===== src/rtl/dffpipe_lrc.sv =====
// ---------------------------------------------------------------------------
// dffpipe_lrc
//   DEPTH-stage registered pipeline with a valid/ready handshake. Each stage
//   has its own valid bit. Items advance into empty stages even while the
//   output is stalled, so bubbles collapse. With CLEAR_BUBBLES=1, a stage
//   that holds no valid item has its data register cleared to zero. This
//   keeps the outputs quiet.
//
// Ports
//   clk        : clock; all state changes on the rising edge
//   rstn       : synchronous reset, active low; has the highest priority
//   flush      : synchronous clear of every stage; no input is accepted
//   in_valid   : upstream has an item
//   in_ready   : this pipe accepts an item this cycle (combinational)
//   in_data    : upstream payload
//   out_valid  : valid bit of the last stage
//   out_ready  : downstream accepts the last-stage item
//   out_data   : data register of the last stage
//   occupancy  : number of valid stages (registered)
// ---------------------------------------------------------------------------
module dffpipe_lrc #(
    parameter int DATA_WIDTH    = 16,
    parameter int DEPTH         = 4,
    parameter bit CLEAR_BUBBLES = 1'b1,
    parameter int CNT_W         = $clog2(DEPTH + 1)
) (
    input  logic                  clk,
    input  logic                  rstn,
    input  logic                  flush,
    input  logic                  in_valid,
    output logic                  in_ready,
    input  logic [DATA_WIDTH-1:0] in_data,
    output logic                  out_valid,
    input  logic                  out_ready,
    output logic [DATA_WIDTH-1:0] out_data,
    output logic [CNT_W-1:0]      occupancy
);

    logic [DEPTH-1:0]                 valid_q, valid_d;
    logic [DEPTH-1:0][DATA_WIDTH-1:0] data_q,  data_d;
    logic [CNT_W-1:0]                 occ_q,   occ_d;

    logic [DEPTH-1:0]                 stage_rdy;
    logic [DEPTH-1:0]                 up_vld;
    logic [DEPTH-1:0][DATA_WIDTH-1:0] up_data;
    logic                             in_fire;
    logic                             out_fire;

    // A stage may load when it is empty or when everything downstream of it
    // can move. This is the unrolled form of the recurrence
    // ready[i] = !valid[i] || ready[i+1] with ready[DEPTH] = out_ready.
    // Unrolling it avoids a vector whose bits depend on its own other bits.
    always_comb begin
        stage_rdy = '0;
        for (int i = 0; i < DEPTH; i++) begin
            stage_rdy[i] = out_ready;
            for (int j = i; j < DEPTH; j++) begin
                if (!valid_q[j]) stage_rdy[i] = 1'b1;
            end
        end
    end

    assign in_ready  = stage_rdy[0] & ~flush & rstn;
    assign in_fire   = in_valid & in_ready;
    assign out_fire  = valid_q[DEPTH-1] & out_ready;

    assign out_valid = valid_q[DEPTH-1];
    assign out_data  = data_q[DEPTH-1];
    assign occupancy = occ_q;

    always_comb begin
        up_vld     = '0;
        up_data    = '0;
        up_vld[0]  = in_fire;
        up_data[0] = in_data;
        for (int i = 1; i < DEPTH; i++) begin
            up_vld[i]  = valid_q[i-1];
            up_data[i] = data_q[i-1];
        end

        valid_d = valid_q;
        data_d  = data_q;
        for (int i = 0; i < DEPTH; i++) begin
            if (stage_rdy[i]) begin
                valid_d[i] = up_vld[i];
                if (up_vld[i])          data_d[i] = up_data[i];
                else if (CLEAR_BUBBLES) data_d[i] = '0;
            end
        end

        occ_d = occ_q;
        if (in_fire && !out_fire)      occ_d = occ_q + CNT_W'(1);
        else if (!in_fire && out_fire) occ_d = occ_q - CNT_W'(1);

        // Flush wipes the data too, whatever CLEAR_BUBBLES says. A head
        // item presented with out_ready=1 this cycle has already been taken.
        if (flush) begin
            valid_d = '0;
            data_d  = '0;
            occ_d   = '0;
        end
    end

    always_ff @(posedge clk) begin
        if (!rstn) begin
            valid_q <= '0;
            data_q  <= '0;
            occ_q   <= '0;
        end else begin
            valid_q <= valid_d;
            data_q  <= data_d;
            occ_q   <= occ_d;
        end
    end

endmodule


===== config.mk =====
export PLATFORM = sky130hd
export DESIGN_NAME = dffpipe_lrc
export DESIGN_NICKNAME = d
export VERILOG_FILES = /design/src/rtl/dffpipe_lrc.sv
export SDC_FILE = /design/constraint.sdc
export NUM_CORES = 1
export LEC_CHECK = 0
export ABC_AREA = 1
export CAP_MARGIN = 20
export CELL_PAD_IN_SITES_DETAIL_PLACEMENT = 1
export CELL_PAD_IN_SITES_GLOBAL_PLACEMENT = 1
export CORE_MARGIN = 8
export CORE_UTILIZATION = 36
export CTS_CLUSTER_DIAMETER = 40
export DETAILED_ROUTE_END_ITERATION = 16
export GPL_TIMING_DRIVEN = 1
export MAX_ROUTING_LAYER = met4
export PLACE_DENSITY_LB_ADDON = 0.1
export SETUP_SLACK_MARGIN = 0.2
export SYNTH_ARGS = -nofsm -noshare
export SYNTH_HDL_FRONTEND = slang
export SYNTH_SLANG_ARGS = --single-unit

===== constraint.sdc =====
create_clock -name clk -period 2.3 [get_ports clk]
set_clock_uncertainty 0.15 [all_clocks]
set_input_delay 0.46 -clock clk [delete_from_list [all_inputs] [get_ports clk]]
set_output_delay 0.46 -clock clk [all_outputs]
set_load 0.02 [all_outputs]

After elaboration in Yosys (flattened, before gate mapping)

Index checks and enable logic that the tools add are counted.

Bits in registers: 71
Output and inout port bits: 21
Word-level logic and storage cells: 39

Add/subtract/negate cells: 2
Mux-type cells: 16
Bitwise operators: 6
Reduce and logical (&&, ||, !) cells: 6

Operators by type and width:

| operator              | number |
|---|---|
| $mux W16              | 4 |
| $mux W1               | 10 |
| $mux W3               | 2 |
| $and A1 B1 Y1         | 4 |
| $add A3 B1 Y3 const B | 1 |
| $sub A3 B1 Y3 const B | 1 |
| $logic_and A1 B1 Y1   | 2 |
| $logic_not A1 Y1      | 2 |
| $not A1 Y1            | 2 |
| $reduce_bool A2 Y1    | 1 |
| $reduce_or A2 Y1      | 1 |

Logic depth before layout (Yosys ltp)

Gate-level depths: netlist (run 1).

Word-level depth: 11
Depth in mapped cells: 13
Depth with buffers taken out: 12

Worst setup path before layout (run 1)

No wires, ideal clock.

Path type: input port to flip-flop
From: in rstn
To: reg occ_q[2], in the netlist occupancy[2]
Setup time: 122 ps
Arrival: 2059 ps
Required time: 2028 ps
Slack: -31 ps
Cell stages on the path: 12
Cell sequence: inv_1 nor2_1 clkinv_1 buf_2 nor3_1 ha_1 inv_1 fa_1 a21oi_1 o21ai_0 o21ai_0 a21oi_1

Cells in the longest elaborated chain, start to end: 5

Ends and longest elaborated chain:

| what                         | RTL line | text |
|---|---|---|
| start: declaration           | 28       | `input logic rstn,` |
| $and A1 B1 Y1 *              | 63       | `assign in_ready = stage_rdy[0] & ~flush & rstn;` |
| $and A1 B1 Y1 *              | 64       | `assign in_fire = in_valid & in_ready;` |
| net in_fire                  | 46       | `logic in_fire;` |
| $logic_not A1 Y1             | 93       | `else if (!in_fire && out_fire) occ_d = occ_q - CNT_W'(1);` |
| $logic_and A1 B1 Y1          | 93       |  |
| $reduce_bool A2 Y1 (no line) | --       |  |
| end signal: assignment       | 108      | `occ_q <= '0;` |
| end signal: assignment       | 112      | `occ_q <= occ_d;` |
| end: declaration             | 41       | `logic [CNT_W-1:0] occ_q, occ_d;` |

Mark *: on every way through the listed nets, which the timed path passes. The rest lies on a longest branch.
A chain may end at the register's enable or synchronous reset.

Final worst setup path (run 1)

From: in flush
To: reg occ_q[2], in the netlist occupancy[2]

Cells in the longest elaborated chain, start to end: 7

Ends and longest elaborated chain:

| what                          | RTL line | text |
|---|---|---|
| start: declaration            | 29       | `input logic flush,` |
| $not A1 Y1 *                  | 63       |  |
| $and A1 B1 Y1 * (2 in series) | 63       |  |
| $and A1 B1 Y1 *               | 64       |  |
| net in_fire                   | 46       |  |
| $logic_not A1 Y1              | 93       |  |
| $logic_and A1 B1 Y1           | 93       |  |
| $reduce_bool A2 Y1 (no line)  | --       |  |

Marked as above.

==> results of run 1 <==
==> per-layer routing <==
metal	track usage	up-vias	part of all wire
met5	-	-	0
met4	0.0558	0	0.011
met3	0.0353	7	0.045
met2	0.189	41	0.44
met1	0.149	1040	0.51
li1	-	1221	-
==> cells in the final DEF, fill, tap and decap left out, drive strengths merged, types with 5 or more instances in the layout <==
cell,netlist,layout
dfxtp,71,71
nor2,7,7
buf,30,22
nand4,17,17
nand2,51,51
nand3,64,64
clkdlybuf4s50,0,36
a21oi,68,68
o21ai,5,5
inv,10,10
clkbuf,14,13
==> power groups by stage <==
| stage | logic [W] | clock network [W] | registers [W] |
|---|---|---|---|
| floorplan | 0.0000504 | 0 | 0.00127 |
| global placement | 0.000106 | 0 | 0.00127 |
| detailed placement | 0.000107 | 0 | 0.00127 |
| CTS | 0.000111 | 0.000920 | 0.00124 |
| global route | 0.000122 | 0.000979 | 0.00124 |
| finish | 0.000112 | 0.000889 | 0.00124 |
==> worst max-delay path, cell delays in order <==
cell           delay [ps]
dlygate4sd2_1         250
nor2_4                130
clkinv_2              110
nor3_4                170
ha_2                  190
inv_2                  40
fa_2                  350
a21oi_2               150
o21ai_2                90
o21ai_2               130
a21oi_2                50
==> path summary, 6_finish.rpt <==
path	endpoint	from	cells past startpoint
hold / removal	data_q[20]	data_q[20]	2
hold reg to reg	data_q[20]	data_q[20]	2
setup reg to reg	occupancy[2]	valid_q[3]	12
setup / recovery	occupancy[2]	flush	11
==> synth_stat cells <==
cell type / count / area share
dfxtp_1: 71 / 0.50
a21oi_1: 68 / 0.12
nand3_1: 63 / 0.11
nand2_1: 51 / 0.068
buf_4: 18 / 0.048
nand4_1: 16 / 0.036
clkbuf_1: 14 / 0.019
buf_2: 8 / 0.014
inv_1: 8 / 0.011
nor2_1: 6 / 0.0080
o21ai_0: 5 / 0.0089
buf_1: 3 / 0.0040
inv_2: 2 / 0.0027
buf_6: 1 / 0.0040
clkinv_1: 1 / 0.0013
clkinv_2: 1 / 0.0018
fa_1: 1 / 0.0071
ha_1: 1 / 0.0044
nand3_4: 1 / 0.0062
nand4_4: 1 / 0.0075
nor2_8: 1 / 0.0071
nor3_1: 1 / 0.0018
xor2_1: 1 / 0.0031
==> area by class of cell <==
type	count	area (µm²)	area share
multi-input combinational	216	1140	0.325
sequential	71	1430	0.406
timing repair buffer	63	584	0.167
tap	102	128	0.0364
clock buffer	13	159	0.0453
clock inverter	3	17.5	0.00500
inverter	12	53.8	0.0153
==> state kept, by name, indices dropped and copies added (netlist names) <==
signal     cells
occupancy      3
valid_q        4
out_data      16
data_q        48
==> stage by stage <==
stage	setup TNS (ps)	total power [W]
after floorplan	0	0.00132
after global placement	-798	0.00137
after detailed placement	-940	0.00137
after CTS	0	0.00227
after global routing	0	0.00234
final	0	0.00224
==> repair_timing <==
item	in CTS	in global routing
endpoints found under the setup margin	3	1
gates resized for setup	10	5
buffers inserted	3	0
pin swaps	6	5
cloned	0	0
hold endpoints to repair	0	0
==> cell families after synthesis <==
logic type / Yosys count / synth area share
and+or+nand+nor: 140 / 0.246
AOI/OAI and AO/OA: 73 / 0.130
DFF: 71 / 0.504
buffers and inverters: 56 / 0.105
adders and majority gates: 2 / 0.0115
xor gates and xnor gates: 1 / 0.00311
==> qor.txt, run 1 <==
Starting DRT DRC Count -> 69
Sequential element share of the synthesized area -> 0.504
Cell chosen for the clock root -> clkbuf_8
Count of placed standard cells including taps -> 461
Number of buffers between clock root and the deepest sink -> 2
Effective utilization at floorplan -> 0.368
Number of levels the H-tree was split into -> 3
Worst Path Class, Setup -> in2reg
Routed wirelength normalized by instance count -> 13.1 µm
Proportion of power drawn by the clock network -> 0.397
Total global-route track usage -> 0.124
DRT antenna net count -> 0
Mean number of vias per cell -> 4.81
Total count of max-transition violations in the final report -> 0
Number of rows created at floorplan -> 32
Clock tree from TritonCTS -> done
Status -> finished, final reports clean
Final core utilization -> 0.458
Sort of element at the start of the critical path -> primary input
Switching power -> 0.000503 W
Top-Level Pins -> 42
Worst hold-check slack -> 316 ps
Total core area -> 7650 µm²
Internal power component -> 0.00173 W
Overflow left after global routing -> 0
Number of port buffers -> 41
First-pass GRT wire length -> 11,000 µm
Synthesis-stage register bit count -> 71
Detailed-placement wirelength estimate -> 4240 µm
Pre-Repair DR Iteration Count -> 4
Largest net degree at the start of global routing -> 67
Final clock period utilization by the worst path -> 0.891
Part of the total power dissipated in combinational logic -> 0.050
DRT Wirelength -> 6270 µm
Chip Height -> 104 µm
Placement Cell Area -> 3280 µm²
Routed vias -> 2,309
Placer Congestion -> 0.705
Worst slew margin relative to its limit -> 0.556
Min Tclk post-route -> 2050 ps
Crit path capture type -> flip-flop
Insertion delay of the later-clocked pin in the worst-skew pair -> 340 ps
Data arrival time at the worst-slack endpoint -> 2130 ps
Setup repair after global routing missed its margin -> no
Crit Path Max Fanout -> 4
Clock transition at the register clock pins on the worst setup and hold paths after CTS -> 70 ps
Post-cts hold buffer count -> 0
Net switching share of the total power -> 0.225
Share of power burned in registers -> 0.553
Count of placed standard cells in the final layout, fillers left out -> 480
Mean instance size in the synthesized netlist -> 8.21 µm²
DRC -> 0
Diode insertion count for antenna repair -> 0
Fmax -> 488 MHz
Count of final setup violators -> 0
Fill cell total of the finished layout -> 918
Final non-filler cell area -> 3510 µm²
Setup Slack @ Placement -> -386 ps
Post-Syn Area -> 2820 µm²
Count of warnings emitted by yosys -> 0
Cell leakage power -> 1.11 nW
Count of distinct cell types in the synthesized netlist -> 23
Count of mapped cells out of synthesis -> 343
Data required time at the worst endpoint -> 2380 ps
PwrDens -> 638 nW/µm²
Cts bufs inserted -> 9
Peak VDD IR -> 226 µV
Post-layout worst setup margin -> 251 ps
Antenna violations before repair -> 0
Via count of the first global-routing pass -> 2,391
Hold WC Path Type -> reg2reg
Flop-to-flop setup slack -> 320 ps
Max Cap Viol -> 0
Die X -> 104 µm
Slew @ Worst Pin -> 666 ps
Number of hold-slack violations in the final timing report -> 0
Area added between synthesis and finish -> 24.4%
Synth Net Count -> 366
Ratio of cells with drive above 1 in the final layout -> 0.146
Number of nets at the end of the flow -> 396
Die ar. -> 10,900 µm²
Clock sink count -> 71
No activity file was read; power rests on OpenSTA's default activity.
==> run 2: changes to the inputs <==
- SKIP_CTS_REPAIR_TIMING: unset -> 1
==> run 2 against run 1 <==
  * Combinational power increased by 4%
  * Register-to-register slack lost 80 ps
  * Count of clock-buffer cells in the layout did not move
  * Largest cell class unchanged
  * Clock power barely moved
  * Via count increased by 1.5%
==> qor.txt, run 2 (synthesis gave the netlist of run 1 again) <==
Insertion delay of the later-clocked pin in the worst-skew pair -> 340 ps
Top-Level Pins -> 42
Die X -> 104 µm
Final-layout setup total negative slack -> 0 ps
Count of final setup violators -> 0
Fmax -> 486 MHz
Worst Reg2Reg Path Length in Cells -> 12
Worst slew margin relative to its limit -> 0.558
Net switching share of the total power -> 0.224
Cell chain of the critical path -> inv_4, nor2_8, nand4_4, clkinv_4, nor3_4, ha_2, inv_2, fa_2, a21oi_2, o21ai_2, o21ai_1, a21oi_1
Overflow left after global routing -> 0
Critical path depth -> 12
Clock sink count -> 71
Chip Height -> 104 µm
Crit-path slowest cell -> fa_2
Die ar. -> 10,900 µm²
Cts bufs inserted -> 9
Most frequent standard cell in the layout excluding fill and tap cells -> dfxtp_1
Clock tree from TritonCTS -> done
Crit Path Max Fanout -> 3
Min Tclk post-route -> 2060 ps
Register ranked first by flip-flop count -> data_q
Data arrival time at the worst-slack endpoint -> 2140 ps
Worst Setup SP -> valid_q[3]
Worst Path Class, Setup -> reg2reg
Cell type group with the largest total delay on the critical path -> adder cells
Status -> finished, final reports clean
Reg-to-Reg End -> occupancy[2]
Commonest cells after routing, fill and taps aside -> dfxtp_1, a21oi_1, nand3_1, nand2_1, clkdlybuf4s50_1
Placer Congestion -> 0.705
Final clock period utilization by the worst path -> 0.894
Detailed-placement wirelength estimate -> 4240 µm
Sort of element at the start of the critical path -> flip-flop
Crit path capture type -> flip-flop
Clock transition at the register clock pins on the worst setup and hold paths after CTS -> 70 ps
Largest net degree at the start of global routing -> 67
PwrDens -> 633 nW/µm²
Register cell area after layout -> 1430 µm²
Buffering stage count on the worst path with inverters included -> 3
Ratio of cells with drive above 1 in the final layout -> 0.144
Switching power -> 0.000501 W
Multi-input logic area -> 1130 µm²
DRT antenna net count -> 0
Effective utilization at floorplan -> 0.368
Data required time at the worst endpoint -> 2380 ps
Total global-route track usage -> 0.122
Count of placed standard cells including taps -> 461
Hold WC Path Type -> reg2reg
Proportion of power drawn by the clock network -> 0.396
First-pass GRT wire length -> 10,900 µm
Share of power burned in registers -> 0.553
Area added between synthesis and finish -> 25.6%
Antenna violations before repair -> 0
Number of hold-slack violations in the final timing report -> 0
Total core area -> 7650 µm²
Internal power component -> 0.00174 W
Number of flip-flops in the largest register -> 48
Cell leakage power -> 1.17 nW
Flop-to-flop setup slack -> 240 ps
Start of the worst register-to-register path -> valid_q[3]
Peak VDD IR -> 237 µV
Setup repair after global routing missed its margin -> yes
Pre-Repair DR Iteration Count -> 4
Slew @ Worst Pin -> 662 ps
Number of nets at the end of the flow -> 399
Mean number of vias per cell -> 4.85
Total count of max-transition violations in the final report -> 0
End point of the critical path -> occupancy[2]
Part of the total power dissipated in combinational logic -> 0.052
DRC -> 0
Number of port buffers -> 41
Number of buffers between clock root and the deepest sink -> 2
Fill cell total of the finished layout -> 922
Cell chosen for the clock root -> clkbuf_8
DRT Wirelength -> 6300 µm
Slowest Stage Delay on Critical Path -> 380 ps
Routed vias -> 2,343
Starting DRT DRC Count -> 54
Number of levels the H-tree was split into -> 3
Via count of the first global-routing pass -> 2,372
Count of placed standard cells in the final layout, fillers left out -> 483
Routed wirelength normalized by instance count -> 13.0 µm
Max Cap Viol -> 0
Number of rows created at floorplan -> 32
Diode insertion count for antenna repair -> 0
==> run 2: power groups by stage <==
stage / Combinational (W) / Sequential, W / Clock [W]
floorplan: 0.0000504 / 0.00127 / 0
global placement: 0.000106 / 0.00127 / 0
detailed placement: 0.000107 / 0.00127 / 0
CTS: 0.000107 / 0.00124 / 0.000920
global route: 0.000126 / 0.00124 / 0.000979
finish: 0.000116 / 0.00124 / 0.000886
==> run 2: per-layer routing <==
metal | vias up | track usage | share of wire
met4 | 0 | 0.0558 | 0.011
li1 | 1228 | - | -
met2 | 43 | 0.184 | 0.44
met3 | 7 | 0.0353 | 0.048
met5 | - | - | 0
met1 | 1065 | 0.147 | 0.50
==> run 2: how the worst min path moves through the flow <==
stage                       from  depth (start not counted)           end  slack, ps
floorplan             data_q[15]                          2    data_q[15]        290
global placement    out_data[11]                          2  out_data[11]        300
detailed placement    data_q[28]                          2    data_q[28]        310
CTS                   data_q[28]                          2    data_q[28]        320
global route               flush                          4  occupancy[0]        320
finish                data_q[20]                          2    data_q[20]        320
==> run 2: tightest hold or removal path, cell delays in order (launching register included) <==
cell	delay (ps)
dfxtp_1	310
nand2_1	60
a21oi_1	50
==> run 2: metrics by stage <==
stage               hold slack (ps)  instance area [µm²]  setup WS, ps  utilization  total power, W
floorplan                       291                 2850           153            -         0.00132
global placement                303                 3280          -297        0.429         0.00137
detailed placement              307                 3280          -386        0.429         0.00137
CTS                             318                 3460          -289        0.452         0.00226
global route                    323                 3540          97.1        0.463         0.00234
finish                          316                 3540           243        0.463         0.00224
==> run 2: cell type report <==
class,count,share of cell area
Tap cell,102,0.0361
Timing Repair Buffer,66,0.176
Inverter,12,0.0156
Clock inverter,3,0.00495
Clock buffer,13,0.0449
Sequential cell,71,0.403
Multi-Input combinational cell,216,0.320
